$ cat src/rtl/div_defs.sv
// div_defs: shared definitions for the sequential divider.
// Provides the default operand width, FSM state encoding and the step-counter width helper.
package div_defs;
  localparam int DIV_WIDTH = 32;
  typedef enum logic [1:0] {S_IDLE, S_ITER, S_FIX, S_DZ} state_e;
  function automatic int count_width(input int w);
    return $clog2(w + 1);
  endfunction
endpackage

$ cat src/rtl/div_step.sv
// div_step: one combinational restoring-division step.
// Ports: partial_in  {remainder, quotient-in-progress} before the step
//        divisor_mag divisor magnitude
//        partial_out partial remainder/quotient after shift and trial subtract
module div_step #(
  parameter int W = 32
) (
  input  logic [2*W-1:0] partial_in,
  input  logic [W-1:0]   divisor_mag,
  output logic [2*W-1:0] partial_out
);
  logic [W:0]   hi;
  logic [W-1:0] diff;
  logic         borrow;
  // The shifted-up high half needs W+1 bits; once it is at least the divisor the
  // difference is below the divisor, so the low W bits of a modular subtract are exact.
  assign hi          = partial_in[2*W-1:W-1];
  assign borrow      = hi < {1'b0, divisor_mag};
  assign diff        = hi[W-1:0] - divisor_mag;
  assign partial_out = borrow ? {hi[W-1:0], partial_in[W-2:0], 1'b0}
                              : {diff, partial_in[W-2:0], 1'b1};
endmodule

$ cat src/rtl/div_sequencer.sv
// div_sequencer: multi-cycle restoring divide controller with signed fix-up and divide-by-zero.
// Ports: clock/clear    clock and synchronous active-high reset
//        start          request a divide (sampled only when idle)
//        is_signed      two's-complement operands when 1
//        dividend       A, sampled with start
//        divisor        B, sampled with start
//        busy           operation in progress
//        done           one-cycle pulse, result/div_zero valid
//        div_zero       last completed op had a zero divisor
//        result         {remainder, quotient}
module div_sequencer
  import div_defs::*;
#(
  parameter int WIDTH = DIV_WIDTH
) (
  input  logic               clock,
  input  logic               clear,
  input  logic               start,
  input  logic               is_signed,
  input  logic [WIDTH-1:0]   dividend,
  input  logic [WIDTH-1:0]   divisor,
  output logic               busy,
  output logic               done,
  output logic               div_zero,
  output logic [2*WIDTH-1:0] result
);
  localparam int CW = count_width(WIDTH);
  state_e             state_q, state_d;
  logic [CW-1:0]      count_q, count_d;
  logic [2*WIDTH-1:0] part_q, part_d, step_out, result_q, result_d;
  logic [WIDTH-1:0]   bmag_q, bmag_d, amag, bmag, quo, rem;
  logic               qneg_q, qneg_d, rneg_q, rneg_d, done_q, done_d, dz_q, dz_d;
  assign amag = (is_signed && dividend[WIDTH-1]) ? -dividend : dividend;
  assign bmag = (is_signed && divisor[WIDTH-1]) ? -divisor : divisor;
  assign quo  = part_q[WIDTH-1:0];
  assign rem  = part_q[2*WIDTH-1:WIDTH];
  div_step #(.W(WIDTH)) u_step (
    .partial_in (part_q),
    .divisor_mag(bmag_q),
    .partial_out(step_out)
  );
  always_comb begin
    state_d  = state_q;
    count_d  = count_q;
    part_d   = part_q;
    bmag_d   = bmag_q;
    qneg_d   = qneg_q;
    rneg_d   = rneg_q;
    result_d = result_q;
    dz_d     = dz_q;
    done_d   = 1'b0;
    case (state_q)
      S_IDLE: if (start) begin
        state_d = |divisor ? S_ITER : S_DZ;
        count_d = '0;
        // A zero divisor keeps the raw dividend here so DZ can report it unchanged.
        part_d  = {{WIDTH{1'b0}}, |divisor ? amag : dividend};
        bmag_d  = bmag;
        qneg_d  = is_signed & (dividend[WIDTH-1] ^ divisor[WIDTH-1]);
        rneg_d  = is_signed & dividend[WIDTH-1];
      end
      S_ITER: begin
        part_d  = step_out;
        count_d = count_q + 1'b1;
        state_d = (count_q == CW'(WIDTH - 1)) ? S_FIX : S_ITER;
      end
      S_FIX: begin
        // Truncating division: quotient sign from both operands, remainder follows the dividend.
        result_d = {rneg_q ? -rem : rem, qneg_q ? -quo : quo};
        dz_d     = 1'b0;
        done_d   = 1'b1;
        state_d  = S_IDLE;
      end
      default: begin
        result_d = {part_q[WIDTH-1:0], {WIDTH{1'b1}}};
        dz_d     = 1'b1;
        done_d   = 1'b1;
        state_d  = S_IDLE;
      end
    endcase
  end
  always_ff @(posedge clock) begin
    if (clear) begin
      state_q  <= S_IDLE;
      count_q  <= '0;
      part_q   <= '0;
      bmag_q   <= '0;
      qneg_q   <= 1'b0;
      rneg_q   <= 1'b0;
      result_q <= '0;
      done_q   <= 1'b0;
      dz_q     <= 1'b0;
    end else begin
      state_q  <= state_d;
      count_q  <= count_d;
      part_q   <= part_d;
      bmag_q   <= bmag_d;
      qneg_q   <= qneg_d;
      rneg_q   <= rneg_d;
      result_q <= result_d;
      done_q   <= done_d;
      dz_q     <= dz_d;
    end
  end
  assign busy     = state_q != S_IDLE;
  assign done     = done_q;
  assign div_zero = dz_q;
  assign result   = result_q;
endmodule

$ cat config.mk
export PLATFORM = sky130hd
export DESIGN_NAME = div_sequencer
export DESIGN_NICKNAME = d
export VERILOG_FILES = /design/src/rtl/div_defs.sv /design/src/rtl/div_step.sv /design/src/rtl/div_sequencer.sv
export SDC_FILE = /design/constraint.sdc
export NUM_CORES = 1
export LEC_CHECK = 0
export CORE_ASPECT_RATIO = 0.5
export CORE_MARGIN = 1
export CORE_UTILIZATION = 50
export CTS_CLUSTER_SIZE = 24
export DETAILED_ROUTE_END_ITERATION = 10
export GPL_TIMING_DRIVEN = 0
export HOLD_SLACK_MARGIN = 0.05
export PLACE_DENSITY = 0.73
export SETUP_SLACK_MARGIN = 0.15
export SLEW_MARGIN = 15
export SYNTH_ARGS = -nofsm -noshare
export SYNTH_HDL_FRONTEND = slang
export SYNTH_SLANG_ARGS = --single-unit
$ cat constraint.sdc
create_clock -name clock -period 3.7 [get_ports clock]
set_input_delay 0.37 -clock clock [delete_from_list [all_inputs] [get_ports clock]]
set_output_delay 0.37 -clock clock [all_outputs]
set_load 0.005 [all_outputs]
==> impl_metrics.tcl <==
set metrics [dict create \
    critPathMaxStageDelay_ns 0.66 \
    p_per_area_nw_per_um2 358 \
    cts_buffers 17 \
    final_area_sq_um 13500 \
    via_per_inst 6.04 \
    path_cells "clkdlybuf4s50_1 > inv_1 > ha_1 > or4b_1 > nor3_2 > and4_1 > a21oi_1 > clkbuf_1 > o31ai_1 > xnor2_1 > nand2_1 > a31oi_1" \
    finalHoldViolCount 0 \
    hold_depth 2 \
    ys_ff_latch 172 \
    cts_buffer_depth 2 \
    slew_headroom_pct 29.3 \
    syn_nets 1528 \
    crit_fanout 10 \
    synth_ff_type "dfxtp_1" \
    rsz0062_at_grt "true" \
    gr-usage-met3_pct 7.44 \
    clock-sinks 172 \
    htreeDepth 4 \
    crit_slowest_cell "a21oi_1" \
    synth_cell_type_count 75 \
    route.detailed.drc 0 \
    critPathLaunchType "input pin" \
    postSynthAreaPerCell_sq_um 7.84 \
    grt_usage_pct 32.7 \
    gp_congestion 0.980 \
    synth.cell_area_sq_um 11100 \
    grtUsageMet2_pct 51.2 \
    cts.hold.buffers_added 0 \
    die_h_um 108 \
    rr_endpoint "part_q[51]" \
    post-cts-setup-buffers 0 \
    r2r_setup_slack_ns 0.30 \
    die-width_um 213 \
    met1_usage_pct 44.4 \
    cp-startpoint "divisor[0]" \
    cp.arrival_ns 3.77 \
    placed_cell_area_sq_um 12800 \
    post-route-min-period_ns 3.40 \
    die-area_sq_um 22900 \
    hold_start "bmag_q[0]" \
    drtPass1Iterations 6 \
    max-vdd-ir-drop_v 0.000313 \
    slew_viol_final 0 \
    clockRootBuffer "clkbuf_16" \
    r2r-start "part_q[56]" \
    endpoint_kind "register" \
    ys.warnings.count 0 \
    cap_violations 0 \
    overflow 0 \
    tritoncts "yes" \
    synth_edf_count 0 \
    ctsResizeCount 0 \
    worstSkewPairLatency_ns 0.45 \
    layout.nets 1680 \
    port_buffers 133 \
    status "finished clean" \
    grt_pass1_wl_um 57300 \
    power_leakage_nw 4.93 \
    drt_iter0_drc 1192 \
    antenna_found_initial 0 \
    fin_crit_sh_pct 91.8 \
    fin_skew_ns 0.00949 \
    post-route-util_pct 61.8 \
    required_ns 4.07 \
    routedWlPerCell_um 19.7 \
    ys_seq_area_share_pct 30.9 \
    rows 38 \
    busiest_layer "met2" \
    start_util_pct 51.2 \
    worst_r2r_path_depth 12 \
    setup_viol 0 \
    whs_endpoint "bmag_q[0]" \
    max_freq_mhz 294 \
    synthCells 1422 \
    drt_wl_total_um 37200 \
    synthTopCellsByArea "dfxtp_1, xor2_1, xnor2_1" \
    hold_class "reg2reg" \
    syn_to_final_growth_pct 20.8 \
    path_class "in2reg" \
    async_reset_ff_share_pct 0 \
    n_antenna_cell 0 \
    core_area_sq_um 21800 \
    clkTransAtPathRegs_ns 0.07 \
    drtAntennaViolNets 0 \
    via_count 11400 \
    hpwl_um 28900 \
    tightest_slew_ns 1.06 \
    grt_max_degree 17 \
    synth_top_area_share_pct 30.9 \
    drive_gt1_share_pct 4.35 \
    yosysTopAreaCell "dfxtp_1" \
    grt_pass1_vias 10600 \
    fill_cells 2018 \
    pin_count 135 \
]
-- report_power, final --
part	leakage (nW)	internal, mW	switching, mW	total (mW)
clock network	0.286	0.981	0.828	1.81
logic	3.25	0.385	0.637	1.02
registers	1.40	1.92	0.0743	1.99
-- per-stage QoR --
stage                     power [mW]  TNS (ns)  setup WS (ns)  hold WS, ns  std cells
after global placement          3.01  -0.00646       -0.00397        0.448       1855
final                           4.82         0          0.302        0.463       1887
after global routing            5.01         0          0.161        0.483       1887
after CTS                       4.80         0          0.337        0.461       1887
after detailed placement        3.02    -0.823         -0.107        0.452       1855
after floorplan                 2.67         0           1.05        0.432       1422
-- kinds of logic after synthesis --
family | Yosys count | share of synthesized area [%]
AOI/OAI and AO/OA | 443 | 26.0
and+or+nand+nor | 441 | 19.1
muxes | 41 | 3.72
adders and majority gates | 38 | 4.33
buffers and inverters | 151 | 5.19
xor gates and xnor gates | 136 | 10.7
DFF | 172 | 30.9
-- layer usage --
layer	part of all wire, %	vias to the layer above
met5	0	-
met4	2.1	0
met3	9.5	58
met2	43	524
met1	45	5366
li1	-	5447
-- layout by cell type (no fill, tap or decap), types with 11 or more instances in the layout --
cell             netlist  layout
a211oi_1              37      37
a21o_1                18      18
a21oi_1               82      82
a22oi_1               25      25
a32oi_1               11      11
and3_1                12      12
buf_1                 12      12
clkbuf_1              76      75
clkbuf_16              0      17
clkdlybuf4s50_1        0     133
dfxtp_1              172     172
ha_1                  37      37
inv_1                 56      56
mux2i_1               38      38
nand2_1              142     142
nand2b_1              22      22
nand3_1               21      21
nor2_1               139     139
nor3_1                18      17
o21ai_0               94      94
o21ai_1               16      16
o22ai_1               54      54
o31ai_1               32      32
o41ai_1               16      16
or3_1                 13      13
or4_1                 12      12
xnor2_1               66      66
xor2_1                70      70
-- registers in the layout, indices dropped and copies added, names as in the netlist --
signal	flops
qneg_q	1
div_zero	1
state_q	2
result	64
bmag_q	32
rneg_q	1
part_q	64
count_q	6
done	1
-- how the worst max path moves through the flow --
stage,end,slack [ns],depth (start not counted)
2_1_floorplan,part_q[36],1.05,12
3_3_place_gp,part_q[12],-0.004,12
3_5_place_dp,part_q[12],-0.11,12
4_1_cts,part_q[57],0.34,11
5_1_grt,part_q[46],0.16,11
6_report,part_q[12],0.30,12
-- cells in the mapped netlist, types with 6 or more instances --
cell type / number
inv_1: 56
a211oi_1: 37
and3_1: 12
nand2_1: 142
nor4_1: 7
nor2_1: 139
nand3b_1: 6
or4_1: 12
o41ai_1: 16
a32oi_1: 11
a311oi_1: 6
nor3_1: 18
nor2b_1: 6
o21ai_1: 16
a22oi_1: 25
buf_2: 6
o21bai_1: 6
a21oi_1: 82
a31oi_1: 9
nand4_1: 6
o22ai_1: 54
ha_1: 37
and2_1: 7
or3_1: 13
clkbuf_1: 76
dfxtp_1: 172
buf_1: 12
a21o_1: 18
mux2i_1: 38
nand2b_1: 22
o21ai_0: 94
xnor2_1: 66
xor2_1: 70
nand3_1: 21
o21a_1: 6
o31ai_1: 32
-- cell type report --
type | instances | area (sq um) | share of cell area (%)
Buffer | 95 | 369 | 2.74
Sequential cell | 172 | 3440 | 25.6
Clock buffer | 19 | 453 | 3.37
Tap cell | 300 | 375 | 2.79
Clock inverter | 13 | 133 | 0.985
Inverter | 56 | 210 | 1.56
Timing Repair Buffer | 133 | 1330 | 9.89
Multi-Input combinational cell | 1099 | 7140 | 53.1
-- critical path: cells and delay by family --
family / cells / cell delay [ns]
fa+ha+maj: 1 / 0.23
compound gates: 3 / 1.03
buf+inv: 3 / 1.14
simple gates: 4 / 0.60
xor+xnor: 1 / 0.40
Note: power is estimated with default switching activity, not from simulation.
